$ cat src/rtl/cpu_run_ctrl_if.sv
// Run-control signal bundle between the test harness and cpu_run_ctrl.
// master: harness side (drives start/step/CPU status); slave: controller side.
// Signals: start, step_mode, step, regPC, inst -> controller;
//          initPC, cpu_en, busy, done, halt_cause, cycle_cnt, last_pc <- controller.
interface cpu_run_ctrl_if #(
    parameter int CNT_W = 16
);
    logic             start;
    logic             step_mode;
    logic             step;
    logic [31:0]      regPC;
    logic [31:0]      inst;
    logic             initPC;
    logic             cpu_en;
    logic             busy;
    logic             done;
    logic [2:0]       halt_cause;
    logic [CNT_W-1:0] cycle_cnt;
    logic [31:0]      last_pc;

    modport master (
        output start, step_mode, step, regPC, inst,
        input  initPC, cpu_en, busy, done, halt_cause, cycle_cnt, last_pc
    );

    modport slave (
        input  start, step_mode, step, regPC, inst,
        output initPC, cpu_en, busy, done, halt_cause, cycle_cnt, last_pc
    );
endinterface

$ cat src/rtl/cpu_run_ctrl.sv
// Run controller for the single-cycle CPU: PC init strobe, clock-enable gating, halt detection.
// Latency: all outputs registered; halt decided and cpu_en dropped at the halting enabled edge.
// Backpressure: none; step_mode=1 holds the CPU until a step pulse, start ignored while busy.
//
// Ports: clk, rst_n (async active-low); bus (cpu_run_ctrl_if.slave):
//   in : start, step_mode, step, regPC, inst
//   out: initPC, cpu_en, busy, done, halt_cause, cycle_cnt, last_pc
// Optional macro HALT_INST_EN: adds the halt-instruction check (cause 4, highest priority).
module cpu_run_ctrl #(
    parameter int          INIT_CYCLES = 1,
    parameter int          MAX_CYCLES  = 64,
    parameter int          CNT_W       = 16,
    parameter logic [31:0] HALT_ADDR   = 32'hFFFF_FFFC,
    parameter int          STALL_LIMIT = 3,
    parameter logic [31:0] HALT_INST   = 32'h0000_000C
) (
    input  logic          clk,
    input  logic          rst_n,
    cpu_run_ctrl_if.slave bus
);
    localparam int IW = $clog2(INIT_CYCLES + 1);
    localparam int SW = $clog2(STALL_LIMIT + 1);

    localparam logic [IW-1:0]    INIT_LAST = IW'(INIT_CYCLES - 1);
    localparam logic [SW-1:0]    STALL_LIM = SW'(STALL_LIMIT);
    localparam logic [CNT_W-1:0] MAX_CNT   = CNT_W'(MAX_CYCLES);

    localparam logic [2:0] CAUSE_NONE   = 3'd0;
    localparam logic [2:0] CAUSE_ADDR   = 3'd1;
    localparam logic [2:0] CAUSE_STALL  = 3'd2;
    localparam logic [2:0] CAUSE_BUDGET = 3'd3;
    localparam logic [2:0] CAUSE_INST   = 3'd4;

    typedef enum logic [1:0] {
        S_IDLE,
        S_INIT,
        S_RUN,
        S_DONE
    } state_t;

    state_t           r_state,     w_state_nxt;
    logic [IW-1:0]    r_init_cnt,  w_init_nxt;
    logic [SW-1:0]    r_stall_cnt, w_stall_nxt;
    logic             r_initPC,    w_initPC_nxt;
    logic             r_cpu_en,    w_cpu_en_nxt;
    logic             r_busy,      w_busy_nxt;
    logic             r_done,      w_done_nxt;
    logic [2:0]       r_cause,     w_cause_nxt;
    logic [CNT_W-1:0] r_cycle_cnt, w_cnt_nxt;
    logic [31:0]      r_last_pc,   w_last_pc_nxt;

    // Post-update values of this enabled edge; halt checks look at these.
    logic [CNT_W-1:0] w_cnt_inc;
    logic [SW-1:0]    w_stall_inc;
    logic             w_hit_inst;
    logic [2:0]       w_halt_cause;

    assign w_cnt_inc   = r_cycle_cnt + 1'b1;
    assign w_stall_inc = (bus.regPC == r_last_pc) ? r_stall_cnt + 1'b1 : '0;

`ifdef HALT_INST_EN
    assign w_hit_inst = (bus.inst == HALT_INST);
`else
    logic w_unused_inst;
    assign w_hit_inst    = 1'b0;
    assign w_unused_inst = ^{bus.inst, HALT_INST};
`endif

    // Fixed priority: instruction, address, stall, budget.
    always_comb begin
        w_halt_cause = CAUSE_NONE;
        if (w_hit_inst)
            w_halt_cause = CAUSE_INST;
        else if (bus.regPC == HALT_ADDR)
            w_halt_cause = CAUSE_ADDR;
        else if (w_stall_inc >= STALL_LIM)
            w_halt_cause = CAUSE_STALL;
        else if (w_cnt_inc == MAX_CNT)
            w_halt_cause = CAUSE_BUDGET;
    end

    always_comb begin
        w_state_nxt   = r_state;
        w_init_nxt    = r_init_cnt;
        w_stall_nxt   = r_stall_cnt;
        w_initPC_nxt  = r_initPC;
        w_cpu_en_nxt  = r_cpu_en;
        w_busy_nxt    = r_busy;
        w_done_nxt    = r_done;
        w_cause_nxt   = r_cause;
        w_cnt_nxt     = r_cycle_cnt;
        w_last_pc_nxt = r_last_pc;

        case (r_state)
            S_IDLE, S_DONE: begin
                if (bus.start) begin
                    w_state_nxt   = S_INIT;
                    w_init_nxt    = '0;
                    w_stall_nxt   = '0;
                    w_initPC_nxt  = 1'b1;
                    w_cpu_en_nxt  = 1'b1;
                    w_busy_nxt    = 1'b1;
                    w_done_nxt    = 1'b0;
                    w_cause_nxt   = CAUSE_NONE;
                    w_cnt_nxt     = '0;
                    w_last_pc_nxt = '0;
                end
            end

            // cpu_en is always high here, so every edge is an enabled init edge.
            S_INIT: begin
                if (r_init_cnt == INIT_LAST) begin
                    w_state_nxt  = S_RUN;
                    w_init_nxt   = '0;
                    w_initPC_nxt = 1'b0;
                    w_cpu_en_nxt = !bus.step_mode;
                end else begin
                    w_init_nxt = r_init_cnt + 1'b1;
                end
            end

            S_RUN: begin
                // Free-run, or a one-cycle pulse per step seen while the CPU is held.
                w_cpu_en_nxt = !bus.step_mode || (bus.step && !r_cpu_en);
                if (r_cpu_en) begin
                    w_cnt_nxt     = w_cnt_inc;
                    w_last_pc_nxt = bus.regPC;
                    w_stall_nxt   = w_stall_inc;
                    if (w_halt_cause != CAUSE_NONE) begin
                        w_state_nxt  = S_DONE;
                        w_cpu_en_nxt = 1'b0;
                        w_busy_nxt   = 1'b0;
                        w_done_nxt   = 1'b1;
                        w_cause_nxt  = w_halt_cause;
                    end
                end
            end

            default: begin
                w_state_nxt = S_IDLE;
            end
        endcase
    end

    always_ff @(posedge clk or negedge rst_n) begin
        if (!rst_n) begin
            r_state     <= S_IDLE;
            r_init_cnt  <= '0;
            r_stall_cnt <= '0;
            r_initPC    <= 1'b0;
            r_cpu_en    <= 1'b0;
            r_busy      <= 1'b0;
            r_done      <= 1'b0;
            r_cause     <= CAUSE_NONE;
            r_cycle_cnt <= '0;
            r_last_pc   <= '0;
        end else begin
            r_state     <= w_state_nxt;
            r_init_cnt  <= w_init_nxt;
            r_stall_cnt <= w_stall_nxt;
            r_initPC    <= w_initPC_nxt;
            r_cpu_en    <= w_cpu_en_nxt;
            r_busy      <= w_busy_nxt;
            r_done      <= w_done_nxt;
            r_cause     <= w_cause_nxt;
            r_cycle_cnt <= w_cnt_nxt;
            r_last_pc   <= w_last_pc_nxt;
        end
    end

    assign bus.initPC     = r_initPC;
    assign bus.cpu_en     = r_cpu_en;
    assign bus.busy       = r_busy;
    assign bus.done       = r_done;
    assign bus.halt_cause = r_cause;
    assign bus.cycle_cnt  = r_cycle_cnt;
    assign bus.last_pc    = r_last_pc;

endmodule

$ cat src/flat_wrapper.sv
// flat-port wrapper written by rule: the top's interface ports become plain ports
module cpu_run_ctrl_flat 
#(
    parameter int          INIT_CYCLES = 1,
    parameter int          MAX_CYCLES  = 64,
    parameter int          CNT_W       = 16,
    parameter logic [31:0] HALT_ADDR   = 32'hFFFF_FFFC,
    parameter int          STALL_LIMIT = 3,
    parameter logic [31:0] HALT_INST   = 32'h0000_000C
)
  (clk, rst_n, bus_start, bus_step_mode, bus_step, bus_regPC, bus_inst, bus_initPC, bus_cpu_en, bus_busy, bus_done, bus_halt_cause, bus_cycle_cnt, bus_last_pc);
  cpu_run_ctrl_if #(.CNT_W(CNT_W)) bus_i ();
  input  logic clk;
  input  logic rst_n;
  input wire logic [$bits(bus_i.start)-1:0] bus_start;
  input wire logic [$bits(bus_i.step_mode)-1:0] bus_step_mode;
  input wire logic [$bits(bus_i.step)-1:0] bus_step;
  input wire logic [$bits(bus_i.regPC)-1:0] bus_regPC;
  input wire logic [$bits(bus_i.inst)-1:0] bus_inst;
  output wire logic [$bits(bus_i.initPC)-1:0] bus_initPC;
  output wire logic [$bits(bus_i.cpu_en)-1:0] bus_cpu_en;
  output wire logic [$bits(bus_i.busy)-1:0] bus_busy;
  output wire logic [$bits(bus_i.done)-1:0] bus_done;
  output wire logic [$bits(bus_i.halt_cause)-1:0] bus_halt_cause;
  output wire logic [$bits(bus_i.cycle_cnt)-1:0] bus_cycle_cnt;
  output wire logic [$bits(bus_i.last_pc)-1:0] bus_last_pc;
  assign bus_i.start = bus_start;
  assign bus_i.step_mode = bus_step_mode;
  assign bus_i.step = bus_step;
  assign bus_i.regPC = bus_regPC;
  assign bus_i.inst = bus_inst;
  assign bus_initPC = bus_i.initPC;
  assign bus_cpu_en = bus_i.cpu_en;
  assign bus_busy = bus_i.busy;
  assign bus_done = bus_i.done;
  assign bus_halt_cause = bus_i.halt_cause;
  assign bus_cycle_cnt = bus_i.cycle_cnt;
  assign bus_last_pc = bus_i.last_pc;
  cpu_run_ctrl #(.INIT_CYCLES(INIT_CYCLES), .MAX_CYCLES(MAX_CYCLES), .CNT_W(CNT_W), .HALT_ADDR(HALT_ADDR), .STALL_LIMIT(STALL_LIMIT), .HALT_INST(HALT_INST)) u_core (.clk(clk), .rst_n(rst_n), .bus(bus_i));
endmodule
$ cat config.mk
export PLATFORM = sky130hd
export DESIGN_NAME = cpu_run_ctrl_flat
export DESIGN_NICKNAME = d
export VERILOG_FILES = /design/src/rtl/cpu_run_ctrl_if.sv /design/src/rtl/cpu_run_ctrl.sv /design/src/flat_wrapper.sv
export SDC_FILE = /design/constraint.sdc
export NUM_CORES = 1
export LEC_CHECK = 0
export BUFFER_PORTS_ARGS = -buffer_cell sky130_fd_sc_hd__buf_2
export CAP_MARGIN = 20
export CORE_MARGIN = 2
export CORE_UTILIZATION = 51
export CTS_BUF_LIST = sky130_fd_sc_hd__clkbuf_4
export DETAILED_ROUTE_END_ITERATION = 8
export HOLD_SLACK_MARGIN = 0.08
export PLACE_DENSITY = 0.82
export SLEW_MARGIN = 15
export SYNTH_ARGS = -nofsm -noshare
export SYNTH_HDL_FRONTEND = slang
export SYNTH_SLANG_ARGS = --single-unit
$ cat constraint.sdc
create_clock -name clk -period 2.3 [get_ports clk]
set_clock_uncertainty 0.05 [all_clocks]
set_input_delay 0.46 -clock clk [delete_from_list [all_inputs] [get_ports clk]]
set_output_delay 0.46 -clock clk [all_outputs]
set_load 0.03 [all_outputs]
Yosys cells after proc, flatten, opt, wreduce, memory -nomap -nowiden
Index checks and enable logic that the tools add are counted.
{"block": "word_totals", "reg_bits": 60}
{"block": "op_classes", "add_sub_neg": 3, "magnitude_cmp": 1, "n_eq_ne": 10, "n_mux": 38, "reduce_logical": 15}
{"operator": "two-way mux 32 bit", "count": 2}
{"operator": "case mux 32 bit (2 select lines)", "count": 1}
{"operator": "== test 32 bit", "count": 1}
{"operator": "== test 32 bit (second input constant)", "count": 1}
{"operator": "two-way mux 16 bit", "count": 2}
{"operator": "case mux 16 bit (2 select lines)", "count": 1}
{"operator": "adder 16 x 1 -> 16 bit (second input constant)", "count": 1}
{"operator": "== test 16 x 7 -> 1 bit (second input constant)", "count": 1}
{"operator": "two-way mux 2 bit", "count": 8}
{"operator": "two-way mux 3 bit", "count": 5}
{"operator": "two-way mux 1 bit", "count": 11}
{"operator": "case mux 1 bit (2 select lines)", "count": 4}
{"operator": "AND reduction 4 bit", "count": 2}
{"operator": "case mux 2 bit (3 select lines)", "count": 1}
{"operator": "case mux 3 bit (2 select lines)", "count": 1}
{"operator": "AND reduction 3 bit", "count": 2}
{"operator": "== test 2 bit (second input constant)", "count": 2}
{"operator": "inequality test 2 x 1 -> 1 bit (second input constant)", "count": 2}
{"operator": "inequality test 2 bit (second input constant)", "count": 2}
{"operator": "case mux 2 bit (2 select lines)", "count": 1}
{"operator": "AND reduction 2 bit", "count": 2}
{"operator": "nonzero test 2 bit", "count": 2}
{"operator": "case mux 1 bit (3 select lines)", "count": 1}
{"operator": "nonzero test 3 bit", "count": 1}
{"operator": "other kinds (9)", "count": 10}

Logic depth before layout (Yosys ltp)
Gate-level depths: netlist (run 1).
{"block": "logic_depth", "depth_word": 9, "mapped_depth": 10, "mapped_depth_nobuf": 9}

Worst setup path after synthesis (run 1)
Ideal clock, no wire load.
{"block": "synth_timing", "kind": "reg-to-reg", "start": "reg u_core.r_cycle_cnt[2], in the netlist u_core.bus.cycle_cnt[2]", "end": "reg u_core.r_state[1]", "arrival_time_ns": 2.161, "t_required_ns": 2.129, "setup_slack_ns": -0.032, "stages_incl_launch_ff": 9, "path_buffers": 1, "synth_period_minus_slack_ns": 2.332, "cell_sequence": "dfrtp_1 -> buf_4 -> nand3_1 -> or4_4 -> mux2i_1 -> o2111a_2 -> a211oi_4 -> nor3_2 -> nand2b_1"}
{"block": "synth_between", "elab_chain_cells": 8}
{"element": "start: declaration", "line_no": "cpu_run_ctrl.sv:49", "text": "logic [CNT_W-1:0] r_cycle_cnt, w_cnt_nxt;"}
{"element": "start signal: assignment", "line_no": "cpu_run_ctrl.sv:166", "text": "r_cycle_cnt <= w_cnt_nxt;"}
{"element": "adder 16 x 1 -> 16 bit", "line_no": "cpu_run_ctrl.sv:58", "text": "assign w_cnt_inc = r_cycle_cnt + 1'b1;"}
{"element": "== test 16 x 7 -> 1 bit", "line_no": "cpu_run_ctrl.sv:78", "text": "else if (w_cnt_inc == MAX_CNT)"}
{"element": "two-way mux 2 bit", "line_no": "cpu_run_ctrl.sv:78"}
{"element": "two-way mux 3 bit", "line_no": "cpu_run_ctrl.sv:76", "text": "else if (w_stall_inc >= STALL_LIM)"}
{"element": "two-way mux 3 bit", "line_no": "cpu_run_ctrl.sv:74", "text": "else if (bus.regPC == HALT_ADDR)"}
{"element": "nonzero test 3 bit", "line_no": "cpu_run_ctrl.sv:129", "text": "if (w_halt_cause != CAUSE_NONE) begin"}
{"element": "inequality test 2 x 1 -> 1 bit (no line)"}
{"element": "AND reduction 4 bit (no line)"}
{"element": "end signal: assignment", "line_no": "cpu_run_ctrl.sv:158", "text": "r_state <= w_state_nxt;"}
{"element": "end: declaration", "line_no": "cpu_run_ctrl.sv:41", "text": "state_t r_state, w_state_nxt;"}
No other way between the ends.
A chain may end at the register's enable or synchronous reset.

Final worst setup path (run 1)
{"block": "layout_timing", "start": "reg u_core.r_cycle_cnt[0], in the netlist u_core.bus.cycle_cnt[0]", "end": "reg u_core.r_state[1]"}
Same word-level chain as after synthesis.

==> results of run 1 <==
==> worst max-delay path, cell delays in order, from the launching register on <==
cell and delay [ns]:
dfrtp_2 0.45, ha_1 0.25, nand4_4 0.11, buf_4 0.13
xor2_1 0.16, o22ai_1 0.13, o2111a_2 0.21, a211oi_4 0.39
nor3_2 0.09, nand2b_1 0.15
==> through the flow <==
stage	hold slack [ns]	cell area, um^2
3_5_place_dp	0.397	3950
3_3_place_gp	0.401	3950
6_report	0.257	4140
2_1_floorplan	0.114	3320
5_1_grt	0.254	4140
4_1_cts	0.242	4080
==> worst paths after layout <==
| check | start | to | slack [ns] | cells after the start |
|---|---|---|---|---|
| max | u_core.bus.cycle_cnt[0]$_DFFE_PN0P_ | u_core.r_state[1]$_DFFE_PN0P_ | 0.07 | 9 |
| min | bus_regPC[2] | u_core.bus.last_pc[2]$_DFFE_PN0P_ | 0.26 | 3 |
| max reg2reg | u_core.bus.cycle_cnt[0]$_DFFE_PN0P_ | u_core.r_state[1]$_DFFE_PN0P_ | 0.07 | 9 |
| min reg2reg | u_core.r_stall_cnt[1]$_DFFE_PN0P_ | u_core.r_stall_cnt[1]$_DFFE_PN0P_ | 0.46 | 1 |
| max in group asynchronous | rst_n | u_core.bus.last_pc[14]$_DFFE_PN0P_ | 1.13 | 3 |
| min in group asynchronous | rst_n | u_core.bus.cycle_cnt[10]$_DFFE_PN0P_ | 0.49 | 2 |
==> power breakdown <==
group | switching (mW) | internal, mW | leakage (nW)
registers | 0.371 | 1.40 | 0.739
logic | 2.39 | 1.19 | 1.25
clock network | 0.382 | 0.344 | 0.0741
total | 3.14 | 2.94 | 2.07
==> flip-flops by register name (all words and copies together), names as in the netlist <==
| register | flops |
|---|---|
| u_core.bus.busy | 1 |
| u_core.bus.last_pc | 32 |
| u_core.r_state | 2 |
| u_core.r_stall_cnt | 2 |
| u_core.bus.halt_cause | 2 |
| u_core.bus.initPC | 1 |
| u_core.bus.cpu_en | 1 |
| u_core.bus.done | 1 |
| u_core.bus.cycle_cnt | 16 |
==> per-layer routing <==
layer,share of wire,vias to the layer above
li1,-,1562
met1,0.41,1594
met5,0,-
met3,0.062,21
met2,0.51,118
met4,0.022,0
==> cells in the mapped netlist (5+ instances only) <==
cell | number | area, um^2
o21ai_1 | 5 | 25.0
a22o_1 | 7 | 61.3
a21oi_1 | 7 | 35.0
dfrtp_1 | 58 | 1450
clkbuf_1 | 17 | 63.8
inv_1 | 7 | 26.3
nand2_1 | 90 | 338
a21o_1 | 5 | 37.5
o21ai_0 | 19 | 95.1
nor2_1 | 11 | 41.3
nand3_1 | 46 | 230
nand4_1 | 17 | 106
xnor2_1 | 34 | 298
nor3_1 | 10 | 50.1
==> kinds of logic after synthesis <==
family	count (synthesis)
AOI/OAI and AO/OA	57
other	1
adders and majority gates	4
buffers and inverters	29
xor gates and xnor gates	36
and+or+nand+nor	199
DFF	58
muxes	3
==> cell type report <==
class	instances	area, um^2	share of cell area
Timing Repair Buffer	112	631	0.152
Sequential cell	58	1460	0.352
Clock buffer	11	82.6	0.0199
Inverter	7	26.3	0.00634
Multi-Input combinational cell	301	1810	0.436
Clock inverter	4	43.8	0.0106
Tap cell	77	96.3	0.0233
==> repair_timing <==
item / 4_1_cts / 5_1_grt
pin swaps: 0 / 2
buffers inserted: 0 / 2
cloned: 0 / 1
gates resized for setup: 1 / 8
hold buffers: 1 / 0
endpoints found under the hold margin: 19 / 0
endpoints found under the setup margin: 1 / 21
==> summary.md, run 1 <==
| Metric | Value |
|---|---|
| Met1 GRT Util | 0.305 |
| Synth async-reset ratio | 1.00 |
| Diodes inserted | 0 |
| Predominant post-synthesis flop cell | dfrtp_1 |
| Via count | around 3.3k |
| Hold Violations, Final | 0 |
| DRC | 0 |
| Chip Height | between 80 and 90 um |
| Pwr Density | about 1500 nW/um^2 |
| Layout area overhead | 24.8% |
| Crit path kind | flip-flop to flip-flop |
| Chip width | roughly 85 um |
| Syn_area_per_cell | about 8.6 um^2 |
| Post-route ant nets | 0 |
| Critical path capture point type | flip-flop |
| Initial drt markers | 196 |
| CTS Buf Count | 9 |
| Initial Utilization | 0.526 |
| TritonCTS Sinks | 58 |
| Clk root buf | clkbuf_4 |
| Seq/Total Area, Yosys | 0.437 |
| H-Tree Level Count | 3 |
| Worst Path Arrival | between 2 and 2.5 ns |
| Dpl ws | approximately 0.00019 ns |
| Most common cell after layout, fill and taps aside | buf_2 |
| Core Area | 6310 um^2 |
| First-pass GRT wire length | around 14000 um |
| Vias in the first global route | a little over 3k |
| Count of input and output buffers | 90 |
| Fmax | approximately 0.45 GHz |
| Num ports | about 120 |
| Share of post-route cells with drive strength above 1 | 0.304 |
| Main combinational cell family by area after synthesis | simple AND/OR/NAND/NOR gates |
| Worst slew pin tran | 0.648 ns |
| Synth cell types | between 40 and 50 |
| GRT Max-Usage Layer | met2 |
| Met2 Usage GRT | 0.407 |
| Hold Path Class | primary input to flip-flop |
| Clk_lat worst skew | ~0.40 ns |
| Fin cells | between 500 and 600 |
| Post-Route WL | just under 9000 um |
| Nets | between 500 and 600 |
| Most frequent cells in the layout | 90 x buf_2, 89 x nand2_1, 53 x dfrtp_1, 45 x nand3_1, 34 x xnor2_1 |
| Total Power | 6.07 mW |
| TritonRoute pass-1 iters | 4 |
| # rows | 29 |
| TritonCTS clock tree | done |
| Gr usage total | 0.243 |
| Final Max Tran Viols | 0 |
| Post-route setup slack | ~0.068 ns |
| Crit-path max FO | 6 |
| Initial antenna violation count | 0 |
| Leak Pwr | 2.07 nW |
| Max_cap viols | 0 |
| Reg clk slew, reported paths | around 0.10 ns |
| Vias/cell | about 5.8 |
| Synth Area in Simple Gates | 0.289 |
| CP startpoint kind | flip-flop |
| Synth Area in Compound Gates | 0.117 |
| Inst Count DP | around 550 |
| Max clock buf depth | 2 |
| Final setup violating endpoints | 0 |
| Ys Warns | 0 |
| Grt ovf | 0 |
| GRT met3 Usage | 0.0501 |
| Mux cell area share after synthesis | 0.00942 |
| Gate Count Post-Synth | between 300 and 400 |
| Largest net degree at the start of global routing | 40 |
| Detailed Place HPWL | about 6200 um |
| Fin crit period | around 2.2 ns |
| Rel. slew slack | 0.568 |
| Yosys reg bits | just under 60 |
| Die area | 7170 um^2 |
| Post-Synth XOR/XNOR Area | 0.0950 |
| Core Util, Final | 0.656 |
| Placer Congestion | approximately 0.89 |
| FILL cells | 571 |
| Post-synth EDFFs | 0 |
| Fin crit share | 0.970 |
| Sum Neg Setup Slack | 0 ns |
| Routed WL per cell | 15.4 um |
| Status | finished clean |
| Worst Path Required | 2.55 ns |
| Worst IR Drop VDD | between 0.0007 and 0.0008 V |
| Synth Net Count | 460 |
| Synth Cell Area | 3320 um^2 |
| Post-Synth Adder-Cell Area | 0.0151 |
Power figures use the tool's default switching activity.
==> run 2, diff against run 1 <==
--- a/config.mk
+++ b/config.mk
@@ -12,7 +12,7 @@
 export CTS_BUF_LIST = sky130_fd_sc_hd__clkbuf_4
 export DETAILED_ROUTE_END_ITERATION = 8
 export HOLD_SLACK_MARGIN = 0.08
-export PLACE_DENSITY = 0.82
+export PLACE_DENSITY = 0.89
 export SLEW_MARGIN = 15
 export SYNTH_ARGS = -nofsm -noshare
 export SYNTH_HDL_FRONTEND = slang
==> summary.md, run 2 (same netlist as run 1, synthesis figures left out) <==
| Metric | Value |
|---|---|
| Most common cell after layout, fill and taps aside | buf_2 |
| Clk_lat worst skew | around 0.40 ns |
| Reg clk slew, reported paths | roughly 0.11 ns |
| Num ports | around 120 |
| Max clock buf depth | 2 |
| TritonCTS clock tree | done |
| Status | finished clean |
| Leak Pwr | around 2.1 nW |
| Worst path buffer plus inverter count | 1 |
| Most frequent cells in the layout | 90 x buf_2, 89 x nand2_1, 54 x dfrtp_1, 45 x nand3_1, 34 x xnor2_1 |
| FILL cells | around 530 |
| Post-route ant nets | 0 |
| Rel. slew slack | 0.481 |
| Initial Utilization | 0.526 |
| Worst IR Drop VDD | 0.000788 V |
| Chip width | approximately 85 um |
| Final setup violating endpoints | 0 |
| Initial antenna violation count | 0 |
| Placer Congestion | approximately 0.89 |
| Routed WL per cell | 16.2 um |
| Hold Violations, Final | 0 |
| Grt ovf | 0 |
| Layout area overhead | 26.0% |
| Worst Path Arrival | around 2.5 ns |
| DRC | 0 |
| Chip Height | roughly 85 um |
| TritonRoute pass-1 iters | 5 |
| Crit-path max FO | 7 |
| Pwr Density | 1490 nW/um^2 |
| Crit path kind | flip-flop to flip-flop |
| Core Area | 6310 um^2 |
| Max FFs per register | 32 |
| GRT met3 Usage | 0.0511 |
| Worst Path Required | 2.54 ns |
| Fin crit period | ~2.3 ns |
| First-pass GRT wire length | 15000 um |
| Final Max Tran Viols | 0 |
| Post-Route WL | 9340 um |
| Fmax | 0.443 GHz |
| Vias in the first global route | 3174 |
| Met1 GRT Util | 0.326 |
| WHS Endpoint | u_core.bus.last_pc[26]$_DFFE_PN0P_ |
| Hold Startpoint | bus_regPC[26] |
| Crit-path leading delay family | compound AO/OA/AOI/OAI gates |
| Gr usage total | 0.262 |
| Via count | ~3.3k |
| Met2 Usage GRT | 0.445 |
| Clk root buf | clkbuf_4 |
| FF-to-FF path depth | 9 |
| Layout Cell Area excl Fill | roughly 4200 um^2 |
| CTS Buf Count | 9 |
| Total Power | around 6.2 mW |
| Vias/cell | between 5 and 6 |
| Die area | ~7200 um^2 |
| Worst slew pin tran | just under 0.8 ns |
| Worst reg2reg path startpoint | u_core.bus.cycle_cnt[1]$_DFFE_PN0P_ |
| Detailed Place HPWL | ~6500 um |
| Crit-path slowest cell | dfrtp_2 |
| Max_cap viols | 0 |
| Reg2reg end | u_core.r_state[1]$_DFFE_PN0P_ |
| Nets | around 570 |
| Hold Path Class | primary input to flip-flop |
| CP Depth | 9 |
| DP Area | just under 4000 um^2 |
| Fin crit share | 0.982 |
| Flop2flop setup slack | roughly 0.040 ns |
| TritonCTS Sinks | 58 |
| Critical path capture point type | flip-flop |
| GRT Max-Usage Layer | met2 |
| Initial drt markers | approximately 210 |
| Diodes inserted | 0 |
| Crit path cell chain | ha_2 > nand4_4 > buf_4 > xor2_1 > o22ai_1 > o2111a_2 > a211oi_4 > nor3_2 > nand2b_1 |
| WHS Path Cells | 3 |
| Count of input and output buffers | 90 |
| H-Tree Level Count | 3 |
| # rows | 29 |
| Share of post-route cells with drive strength above 1 | 0.315 |
| CP startpoint kind | flip-flop |
| CP peak stage delay | around 0.46 ns |
| Largest net degree at the start of global routing | 34 |
==> run 2: what timing repair did <==
action,CTS,global route
buffers inserted,0,4
endpoints found under the hold margin,24,0
resized for setup,1,9
hold buffers,1,0
setup endpoints to repair,1,27
pin swaps,0,2
gates cloned,0,1
==> run 2: area by class of cell <==
cell class / instances / area (um^2) / share of cell area
clock buffer: 10 / 75.1 / 0.0180
clock inverter: 6 / 66.3 / 0.0159
sequential: 58 / 1460 / 0.348
inverter: 7 / 26.3 / 0.00628
multi-input combinational: 301 / 1810 / 0.434
tap: 77 / 96.3 / 0.0230
timing repair buffer: 116 / 648 / 0.155
==> run 2: power breakdown <==
part | internal (mW) | leakage (nW) | switching, mW
clock network | 0.345 | 0.0690 | 0.412
logic | 1.23 | 1.27 | 2.46
registers | 1.40 | 0.740 | 0.372
==> run 2: worst max path at each step <==
stage | start | slack (ns) | endpoint
5_1_grt | u_core.bus.cycle_cnt[1]$_DFFE_PN0P_ | -0.03 | u_core.r_state[1]$_DFFE_PN0P_
6_report | u_core.bus.cycle_cnt[1]$_DFFE_PN0P_ | 0.04 | u_core.r_state[1]$_DFFE_PN0P_
4_1_cts | u_core.bus.cycle_cnt[0]$_DFFE_PN0P_ | 0.06 | u_core.r_state[1]$_DFFE_PN0P_
2_1_floorplan | u_core.bus.cycle_cnt[6]$_DFFE_PN0P_ | 0.01 | u_core.r_state[1]$_DFFE_PN0P_
3_3_place_gp | bus_regPC[4] | 0.10 | u_core.bus.halt_cause[0]$_DFFE_PN0P_
3_5_place_dp | bus_regPC[11] | 0.008 | u_core.bus.cpu_en$_DFFE_PN0P_
==> run 2: through the flow <==
stage	util	TNS, ns	hold slack (ns)	instances	worst slack [ns]
global placement	0.625	0	0.414	553	0.101
detailed placement	0.625	0	0.443	553	0.00755
global route	0.662	-0.0634	0.246	575	-0.0258
floorplan	-	0	0.114	387	0.0101
CTS	0.650	0	0.244	570	0.0617
finish	0.662	0	0.255	575	0.0403
==> run 2: worst reg2reg max path, stage by stage, from the launching register on <==
cell and delay (ns):
dfrtp_2 0.46, ha_2 0.25, nand4_4 0.12, buf_4 0.17
xor2_1 0.14, o22ai_1 0.12, o2111a_2 0.19, a211oi_4 0.39
nor3_2 0.10, nand2b_1 0.16
==> run 2: metal layers <==
layer,vias to the layer above,part of all wire
met2,144,0.52
met5,-,0
met1,1616,0.39
met3,21,0.069
li1,1566,-
met4,0,0.025
==> run 3, diff against run 2 <==
--- a/config.mk
+++ b/config.mk
@@ -9,7 +9,8 @@
 export CAP_MARGIN = 20
 export CORE_MARGIN = 2
 export CORE_UTILIZATION = 51
-export CTS_BUF_LIST = sky130_fd_sc_hd__clkbuf_4
+export CTS_BUF_LIST = sky130_fd_sc_hd__clkbuf_8
+export CTS_CLUSTER_DIAMETER = 60
 export DETAILED_ROUTE_END_ITERATION = 8
 export HOLD_SLACK_MARGIN = 0.08
 export PLACE_DENSITY = 0.89
==> constraint.sdc (replaced) <==
create_clock -name clk -period 2.15 [get_ports clk]
set_clock_uncertainty 0.05 [all_clocks]
set_input_delay 0.43 -clock clk [delete_from_list [all_inputs] [get_ports clk]]
set_output_delay 0.43 -clock clk [all_outputs]
set_load 0.03 [all_outputs]
==> summary.md, run 3 (same netlist as run 1, synthesis figures left out) <==
| Metric | Value |
|---|---|
| Die area | 7170 um^2 |
| Core Area | approximately 6300 um^2 |
| Fin cells | 585 |
| Via count | 3393 |
| Post-Route WL | 9700 um |
| Grt ovf | 0 |
| Initial drt markers | between 200 and 250 |
| Chip width | between 80 and 90 um |
| Met3 wire len | ~660 um |
| TritonCTS Sinks | slightly below 60 |
| Initial antenna violation count | 0 |
| Diodes inserted | 0 |
| Count of input and output buffers | 90 |
| Hold Path Class | primary input to flip-flop |
| Highest Signal Layer | met4 |
| Post-route ant nets | 0 |
| Hold Violations, Final | 0 |
| CTS Buf Count | 9 |
| Share of post-route cells with drive strength above 1 | 0.348 |
| Violated checks | setup timing |
| FILL cells | between 400 and 500 |
| Met2 WL | roughly 5000 um |
| Initial Utilization | 0.526 |
| Leak Pwr | ~2.2 nW |
| M1 wire length | approximately 3900 um |
| Crit-path max FO | 6 |
| Pwr Density | roughly 1600 nW/um^2 |
| Vias/cell | just under 6 |
| Most common cell after layout, fill and taps aside | buf_2 |
| Crit path kind | flip-flop to flip-flop |
| First-pass GRT wire length | ~15000 um |
| Clk root buf | clkbuf_8 |
| Post-route setup slack | -0.0216 ns |
| Routed WL per cell | between 15 and 20 um |
| Worst Path Arrival | 2.36 ns |
| Nets | around 580 |
| Reg clk slew, reported paths | roughly 0.070 ns |
| Max clock buf depth | 2 |
| Max FFs per register | 32 |
| Most frequent cells in the layout | 90 x buf_2, 89 x nand2_1, 50 x dfrtp_1, 44 x nand3_1, 35 x buf_4 |
| Fmax | approximately 0.46 GHz |
| RSZ-0062 raised after global routing | true |
| Critical path capture point type | flip-flop |
| Max_cap viols | 0 |
| FF-to-FF path depth | 8 |
| Vias in the first global route | around 3.3k |
| Worst IR Drop VDD | between 0.0009 and 0.001 V |
| Min Hold Slack | 0.293 ns |
| WHS Path Cells | 3 |
| Final setup violating endpoints | 2 |
| TritonCTS clock tree | done |
| Final Max Tran Viols | 0 |
| Detailed Place HPWL | about 6600 um |
| Layout area overhead | 32.7% |
| Layout Cell Area excl Fill | between 4000 and 5000 um^2 |
| # rows | 29 |
| Fin crit share | 1.01 |
| Chip Height | roughly 85 um |
| Placer Congestion | 0.889 |
| Largest net degree at the start of global routing | 33 |
| Worst Path Required | roughly 2.3 ns |
| CP startpoint kind | flip-flop |
| Status | complete, but fails checks |
| Num ports | ~120 |
| Rel. slew slack | 0.541 |
| DP Area | about 4100 um^2 |
| Total Power | ~7.1 mW |
| Inst Count DP | 560 |
| DRC | 0 |
| Worst slew pin tran | ~0.69 ns |
| Gr usage total | 0.269 |
| Clk_lat worst skew | 0.35 ns |
| TritonRoute pass-1 iters | 5 |
| H-Tree Level Count | 3 |
| Fin crit period | between 2 and 2.5 ns |
-- run 3: changes by cell type in the layout (fill, tap and decap cells not counted), sizes merged --
cell	previous run	this run
clkinvlp	3	0
bufinv	1	2
buf	115	125
clkinv	1	4
inv	8	7
-- run 3: worst paths after layout --
path | start | to | slack, ns
max in group asynchronous | rst_n | u_core.bus.last_pc[17]$_DFFE_PN0P_ | 0.75
max | u_core.bus.cycle_cnt[0]$_DFFE_PN0P_ | u_core.r_state[1]$_DFFE_PN0P_ | -0.02
min reg2reg | u_core.r_stall_cnt[1]$_DFFE_PN0P_ | u_core.r_stall_cnt[1]$_DFFE_PN0P_ | 0.45
max reg2reg | u_core.bus.cycle_cnt[0]$_DFFE_PN0P_ | u_core.r_state[1]$_DFFE_PN0P_ | -0.02
min | bus_regPC[6] | u_core.bus.last_pc[6]$_DFFE_PN0P_ | 0.29
min in group asynchronous | rst_n | u_core.bus.cycle_cnt[9]$_DFFE_PN0P_ | 0.60
-- run 3: what timing repair did --
| item | CTS | global route |
|---|---|---|
| setup buffers | 1 | 6 |
| setup endpoints to repair | 3 | 36 |
| resized for setup | 1 | 9 |
| hold endpoints to repair | 12 | 0 |
| hold buffers | 1 | 0 |
| cloned | 0 | 1 |
| pin swaps | 2 | 9 |
-- run 3: power breakdown --
part / internal (mW) / total, mW / switching, mW
Combinational: 1.39 / 4.08 / 2.68
Clock: 0.675 / 1.13 / 0.456
Sequential: 1.50 / 1.93 / 0.423
-- run 3: area by class of cell --
cell class,count,area [um^2],area share
clock inverters,6,80.1,0.0182
multi-input cells,301,1880,0.427
clock buffers,10,138,0.0312
well taps,77,96.3,0.0219
flip-flops and latches,58,1460,0.332
inverters,7,26.3,0.00596
repair buffers,126,723,0.164
-- run 3: layer usage --
layer | GRT usage | up-vias
met4 | 0.121 | 0
met1 | 0.323 | 1630
li1 | - | 1587
met2 | 0.457 | 147
met5 | 0 | -
met3 | 0.0659 | 29
-- run 3: through the flow --
stage	setup TNS, ns	utilization	setup WS (ns)
final	-0.0337	0.698	-0.0216
after global routing	-0.634	0.698	-0.124
after global placement	-0.0193	0.644	-0.0177
after floorplan	-0.0157	-	-0.0157
after CTS	0	0.682	0.00779
after detailed placement	-0.138	0.644	-0.0459
-- run 3: critical path: stages, from the launching register on --
cell,delay [ns]
dfrtp_2,0.45
ha_4,0.18
nand4_4,0.13
nor4_4,0.37
or3_1,0.18
a22oi_2,0.10
a211oi_4,0.35
nor3_2,0.09
nand2b_1,0.16
